==> config.mk <==
export PLATFORM = sky130hd
export DESIGN_NAME = training_sample_feeder
export DESIGN_NICKNAME = d
export VERILOG_FILES = /design/src/rtl/training_sample_feeder.sv
export SDC_FILE = /design/constraint.sdc
export NUM_CORES = 1
export LEC_CHECK = 0
export CAP_MARGIN = 20
export CORE_MARGIN = 3
export CORE_UTILIZATION = 40
export CTS_CLUSTER_SIZE = 24
export DETAILED_ROUTE_END_ITERATION = 12
export DONT_BUFFER_PORTS = 1
export PLACE_DENSITY = 0.62
export REMOVE_ABC_BUFFERS = 1
export SLEW_MARGIN = 20
export SYNTH_ARGS = -nofsm -noshare
export SYNTH_HDL_FRONTEND = slang
export SYNTH_SLANG_ARGS = --single-unit
export TNS_END_PERCENT = 1
==> constraint.sdc <==
create_clock -name clk -period 2.4 [get_ports clk]
set_input_delay 0.12 -clock clk [delete_from_list [all_inputs] [get_ports clk]]
set_output_delay 0.12 -clock clk [all_outputs]
set_load 0.02 [all_outputs]
==> src/rtl/training_sample_feeder.sv <==
// training_sample_feeder - training-set RAM that serves one (x1, x2, t) sample per controller request.
// Optional build macro FEEDER_EPOCH_LIMIT_EN enables the sticky epoch limit (MAX_EPOCHS).
module training_sample_feeder #(
  parameter int DATA_W  = 8,
  parameter int T_W     = 2,
  parameter int ADDR_W  = 4,
  parameter int EPOCH_W = 8
`ifdef FEEDER_EPOCH_LIMIT_EN
  , parameter int MAX_EPOCHS = 50
`endif
) (
  input  logic              clk,
  input  logic              rst,
  input  logic              load_en,
  input  logic [ADDR_W-1:0] load_addr,
  input  logic [DATA_W-1:0] load_x1,
  input  logic [DATA_W-1:0] load_x2,
  input  logic [T_W-1:0]    load_t,
  input  logic [ADDR_W:0]   n_samples,
  input  logic              rewind,
  input  logic              req,
  output logic              data_ready,
  output logic [DATA_W-1:0] x1,
  output logic [DATA_W-1:0] x2,
  output logic [T_W-1:0]    t,
  output logic              eof,
  output logic              empty,
  output logic [ADDR_W-1:0] sample_idx,
  output logic [EPOCH_W-1:0] epoch_cnt,
  output logic              limit_hit
);

  localparam int DEPTH = 1 << ADDR_W;

  typedef enum logic [1:0] {
    IDLE    = 2'd0,
    FETCH   = 2'd1,
    PRESENT = 2'd2
  } state_t;

  state_t            state;
  logic [ADDR_W-1:0] ptr;
  logic [ADDR_W:0]   n_lat;
  logic              blocked;
  logic              ptr_is_last;

  logic [DATA_W-1:0] mem_x1 [DEPTH];
  logic [DATA_W-1:0] mem_x2 [DEPTH];
  logic [T_W-1:0]    mem_t  [DEPTH];

  assign empty       = (n_samples == '0);
  assign ptr_is_last = ({1'b0, ptr} == (n_lat - (ADDR_W+1)'(1)));

`ifdef FEEDER_EPOCH_LIMIT_EN
  logic limit_q;
  assign limit_hit = limit_q;
  assign blocked   = limit_q;
`else
  assign limit_hit = 1'b0;
  assign blocked   = 1'b0;
`endif

  // Write port has no reset: RAM contents are undefined after rst.
  always_ff @(posedge clk) begin
    if (load_en) begin
      mem_x1[load_addr] <= load_x1;
      mem_x2[load_addr] <= load_x2;
      mem_t[load_addr]  <= load_t;
    end
  end

  // The FETCH->PRESENT edge is the synchronous RAM read; reading in the same
  // edge as a write gives read-before-write for free.
  always_ff @(posedge clk or posedge rst) begin
    if (rst) begin
      state      <= IDLE;
      ptr        <= '0;
      n_lat      <= '0;
      data_ready <= 1'b0;
      x1         <= '0;
      x2         <= '0;
      t          <= '0;
      eof        <= 1'b0;
      sample_idx <= '0;
      epoch_cnt  <= '0;
`ifdef FEEDER_EPOCH_LIMIT_EN
      limit_q    <= 1'b0;
`endif
    end else if (rewind) begin
      state      <= IDLE;
      data_ready <= 1'b0;
      ptr        <= '0;
      epoch_cnt  <= '0;
`ifdef FEEDER_EPOCH_LIMIT_EN
      limit_q    <= 1'b0;
`endif
    end else begin
      data_ready <= 1'b0;
      case (state)
        IDLE: begin
          if (req && !empty && !blocked) begin
            state <= FETCH;
            n_lat <= n_samples;
            if (n_samples <= {1'b0, ptr}) ptr <= '0;
          end
        end
        FETCH: begin
          state      <= PRESENT;
          x1         <= mem_x1[ptr];
          x2         <= mem_x2[ptr];
          t          <= mem_t[ptr];
          eof        <= ptr_is_last;
          sample_idx <= ptr;
          data_ready <= 1'b1;
        end
        PRESENT: begin
          state <= IDLE;
          if (ptr_is_last) begin
            ptr       <= '0;
            epoch_cnt <= epoch_cnt + 1'b1;
`ifdef FEEDER_EPOCH_LIMIT_EN
            if (epoch_cnt + 1'b1 == EPOCH_W'(MAX_EPOCHS)) limit_q <= 1'b1;
`endif
          end else begin
            ptr <= ptr + 1'b1;
          end
        end
        default: state <= IDLE;
      endcase
    end
  end

endmodule

# Word-level counts from Yosys, hierarchy flattened
# Memory sizes are Yosys's and may differ from the RTL's. A register that Yosys moved wholly into a read port is not among the register bits.
# Cells that the tools add are included.
# classes
order_cmp,1
n_mux,15
bitwise,1
n_reduce_logical,11
addsub,3
eq_ne,5
# ops
operator,n
$mux 8,3
$mux 4,4
$add 8x1->8 const B,1
$pmux 4 s2,1
$ne 3x3->1 const B,2
$reduce_and 3->1,2
$eq 4x5->1,1
$le 5x4->1,1
$logic_not 5->1,1
$sub 5x1->5 const B,1
$add 4x1->4 const B,1
$mux 1,4
$mux 2,2
$pmux 2 s2,1
$reduce_and 2->1,2
$reduce_bool 2->1,2
$reduce_bool 3->1,1
$eq 2x1->1 const B,1
$eq 2x2->1 const B,1
$logic_not 2->1,1
$logic_and 1x1->1,1
$logic_not 1->1,1
$not 1->1,1
# totals
output_inout_bits,34
ram_bits,288
mem_count,3
reg_bits,25
# mem_list
name,depth,width,rd,rd_clocked_by_memory_dff,write_ports,line_no,text
mem_x1,16,8,1,1,1,47,logic [DATA_W-1:0] mem_x1 [DEPTH];
mem_x2,16,8,1,1,1,48,logic [DATA_W-1:0] mem_x2 [DEPTH];
mem_t,16,2,1,1,1,49,logic [T_W-1:0] mem_t [DEPTH];

# Longest topological paths before layout
# logic_depth
ltp_word,6
mapped_depth,9
mapped_depth_nobuf,7

# Worst setup path after synthesis
# Ideal clock, no wire load.
# synth_path
path_kind,in2reg
startpoint,in load_addr[2]
endpoint,"mem mem_t[0][0], enable pin"
arrival_time_ns,1.900
setup_ns,0.416
path_buffers,0
cell_stages,2
setup_slack_ns,0.084
cell_sequence,or3b_2 -> nor3_1
# synth_lines
element,line_no,text
"start, declared",15,"input logic [ADDR_W-1:0] load_addr,"
"end, declared",49,
# Straight into the memory's write port.

# Final worst setup path
# layout_path
startpoint,reg n_lat[0]
endpoint,reg epoch_cnt[7]
# layout_via
elab_chain_cells,4
# layout_rtl
element,line_no,text
"start, declared",43,logic [ADDR_W:0] n_lat;
"start signal, assigned",103,n_lat <= n_samples;
$sub 5x1->5,52,"assign ptr_is_last = ({1'b0, ptr} == (n_lat - (ADDR_W+1)'(1)));"
$eq 4x5->1,52,
$reduce_bool 2->1 (no source line),-,
$reduce_and 2->1 (no source line),-,
"end signal, assigned",120,epoch_cnt <= epoch_cnt + 1'b1;
"end, declared",29,"output logic [EPOCH_W-1:0] epoch_cnt,"
# No other way between the ends.
# A chain may end at the register's enable or synchronous reset.

==> results.txt <==
Tot GR Track Use -> 16.7%
Slew Viols, Final -> 0
Seq/Total Area, Yosys -> 74.7%
Hold Path Depth -> 2
Hold Path Class -> primary input to register
CP peak stage delay -> 410 ps
Post-CTS Resized -> 0
Hold slack -> 62.7 ps
Clk buf depth -> 3
Top-count cell post-synth -> edfxtp_1
Worst Skew -> 19.8 ps
Yosys top cell area share -> 66.4%
Syn Area/Cell -> 19.2 um2
Worst ir drop on vdd -> 0.639 mV
Fin crit share -> 91.6%
Layout overhead on the synthesized area -> 16.4%
Number of enable flip-flop cells after synthesis -> 288
Critical path depth -> 7
Crit. Startpoint -> n_lat[0]$_DFFE_PP0P_
Measured slew at the worst slew-check pin -> 709 ps
# IOs -> 66
Async SR Flop Fraction -> 13.0%
Max FO, Critical Path -> 15
Slowest CP cell -> dfrtp_1
Fill cell count -> 2619
Ys Warns -> 0
CP arrival -> 2590 ps
Tmin final -> 2200 ps
Syn Inst Count -> 678
Dpl hpwl -> 16700 um
RSZ-0062 raised after global routing -> no
First-pass GRT wire length -> 44000 um
CP top delay family -> simple AND/OR/NAND/NOR gates
Setup crit end kind -> register
CTS tree -> built
R2r worst-path depth -> 7
Fraction of layout cells with a size suffix above 1 -> 24.9%
Lkg Pwr -> 5.09 nW
# nets final -> 781
Crit path capture -> epoch_cnt[7]$_DFFE_PP0P_
Iteration-0 DRC Markers -> 569
Outcome -> finished, final reports clean
CP Launch Type -> register
Clk slew on worst S/H paths -> 60 ps
DRC violations left -> 0
Seq. cell area -> 0.00973 mm2
Max_cap viols -> 0
CP Class -> register to register
TritonCTS Buffers -> 35
WP data required -> 2790 ps
Routed Antenna Nets -> 0
Area of the multi-input gates -> 0.00312 mm2
CP bufs+invs -> 1
GPL Wtd Cong -> 0.759
R2R Setup Slk -> 200 ps
Max-slew headroom -> 52.7%
Dominant cells by area after synthesis -> edfxtp_1 66%, mux4_2 12%, dfrtp_1 8.3%
Worst skew pair latency -> 520 ps
DR WL/cell -> 24.1 um
Count of cell types in the netlist -> 47
Clock H-tree levels -> 2
Initial antenna violation count -> 1
Cell area after synthesis -> 0.0130 mm2
Final wirelength -> 29000 um
Number of global-route vias before repair -> 7000
Die Span Y -> 186 um
Pre-antenna DRT Iters -> 7
Cell taking the most area after synthesis -> edfxtp_1
Finish-stage setup viols -> 0
Placed Cells -> 1114
Vias -> 6649
Yosys reg bits -> 331
Most frequent cells after synthesis -> 288 x edfxtp_1, 72 x mux4_2, 67 x nand2_1, 43 x dfrtp_1, 25 x nor3_1
Predominant post-synthesis flop cell -> edfxtp_1
# port buffers -> 0
Die W -> 186 um
Cell Rows -> 65
Critical R2R Launch -> n_lat[0]$_DFFE_PP0P_
CP cell instances -> inv_1 -> ha_1 -> nand3b_1 -> a21oi_1 -> o311ai_4 -> nor4_1 -> mux2_2
Finished Layout Cells -> 1204
GR Overflow Total -> 0
RR Endpoint -> epoch_cnt[7]$_DFFE_PP0P_
CTS root buf -> clkbuf_16
Via density -> 5.52
Core Area -> 0.0318 mm2
Sink Count -> 331
Full die area -> 0.0347 mm2
Power density cells -> 833 mW/mm2
Largest net degree at the start of global routing -> 76
Hold Vio Cnt, Final -> 0
Max Fclk -> 455 MHz
Initial Utilization -> 40.9%
power breakdown:
| part | internal (mW) | switching, mW | total [mW] | leakage (nW) |
|---|---|---|---|---|
| Clock | 3.13 | 2.13 | 5.26 | 0.554 |
| Sequential | 6.46 | 0.247 | 6.71 | 3.16 |
| Combinational | 0.326 | 0.335 | 0.661 | 1.37 |
| Total | 9.91 | 2.71 | 12.6 | 5.09 |
cell type report:
type | instances | area share (%)
inverter | 13 | 0.322
clock inverter | 16 | 1.14
antenna | 1 | 0.0165
tap | 435 | 3.59
timing repair buffer | 62 | 3.83
multi-input combinational | 299 | 20.6
clock buffer | 47 | 6.28
sequential | 331 | 64.2
cell usage in the layout (no fill, tap or decap), types with 6 or more instances in the layout:
| cell type | instances |
|---|---|
| a21oi_1 | 7 |
| a221o_1 | 18 |
| buf_4 | 32 |
| clkbuf_1 | 9 |
| clkbuf_16 | 35 |
| clkinv_2 | 6 |
| dfrtp_1 | 41 |
| dlygate4sd3_1 | 26 |
| edfxtp_1 | 288 |
| ha_1 | 7 |
| inv_1 | 11 |
| mux2_2 | 6 |
| mux2i_1 | 18 |
| mux4_2 | 72 |
| nand2_1 | 66 |
| nor2_2 | 14 |
| nor3_1 | 21 |
| o21ai_0 | 8 |
layer usage:
metal	vias up	GRT usage, %	part of all wire [%]
li1	2865	-	-
met1	3524	23.3	44
met2	217	26.8	48
met3	43	4.00	6.7
met4	0	4.33	1.7
met5	-	0	0
sequential cells by signal, summed over array words and instances (netlist names):
register and count:
mem_x2 128, data_ready 1, x1 8, n_lat 5, x2 8, state 2, epoch_cnt 8, sample_idx 4
mem_x1 128, eof 1, ptr 4, t 2, mem_t 32
through the flow:
step	setup slack (ps)	cell area [um2]	total power [mW]	utilization, %	TNS [ps]
final	202	15200	12.6	47.7	0
after global routing	34.2	15200	13.0	47.7	0
after CTS	172	15200	12.8	47.6	0
after detailed placement	210	13800	7.40	43.3	0
after global placement	234	13800	7.37	43.3	0
after floorplan	-1980	12800	7.20	-	-57460
what timing repair did:
item	4_1_cts	5_1_grt
setup buffers	0	0
hold buffers	26	0
hold endpoints to repair	328	0
how the worst min path moves through the flow:
stage            startpoint                  endpoint  slack (ps)
6_report       load_addr[1]    mem_x2[8][5]$_DFFE_PP_          60
5_1_grt        load_addr[1]     mem_t[8][1]$_DFFE_PP_          70
4_1_cts        load_addr[1]    mem_x2[8][5]$_DFFE_PP_          50
3_5_place_dp            rst      data_ready$_DFF_PP0_          90
3_3_place_gp            rst      data_ready$_DFF_PP0_          80
2_1_floorplan        rewind  epoch_cnt[0]$_DFFE_PP0P_         180
cell families (layout without fill, tap and decap cells):
logic type               Yosys count  after routing  share of synthesized area [%]
multiplexers                      96             96                           14.4
AO/OA/AOI/OAI                     48             48                           2.99
AND/OR/NAND/NOR                  141            141                           5.12
other                              1              2                         0.0288
adder cells (fa/ha/maj)            7              7                          0.673
XOR/XNOR                           6              6                          0.404
buffers and inverters             48            138                           1.72
flip-flops                       331            331                           74.7
Power figures use the tool's default switching activity.
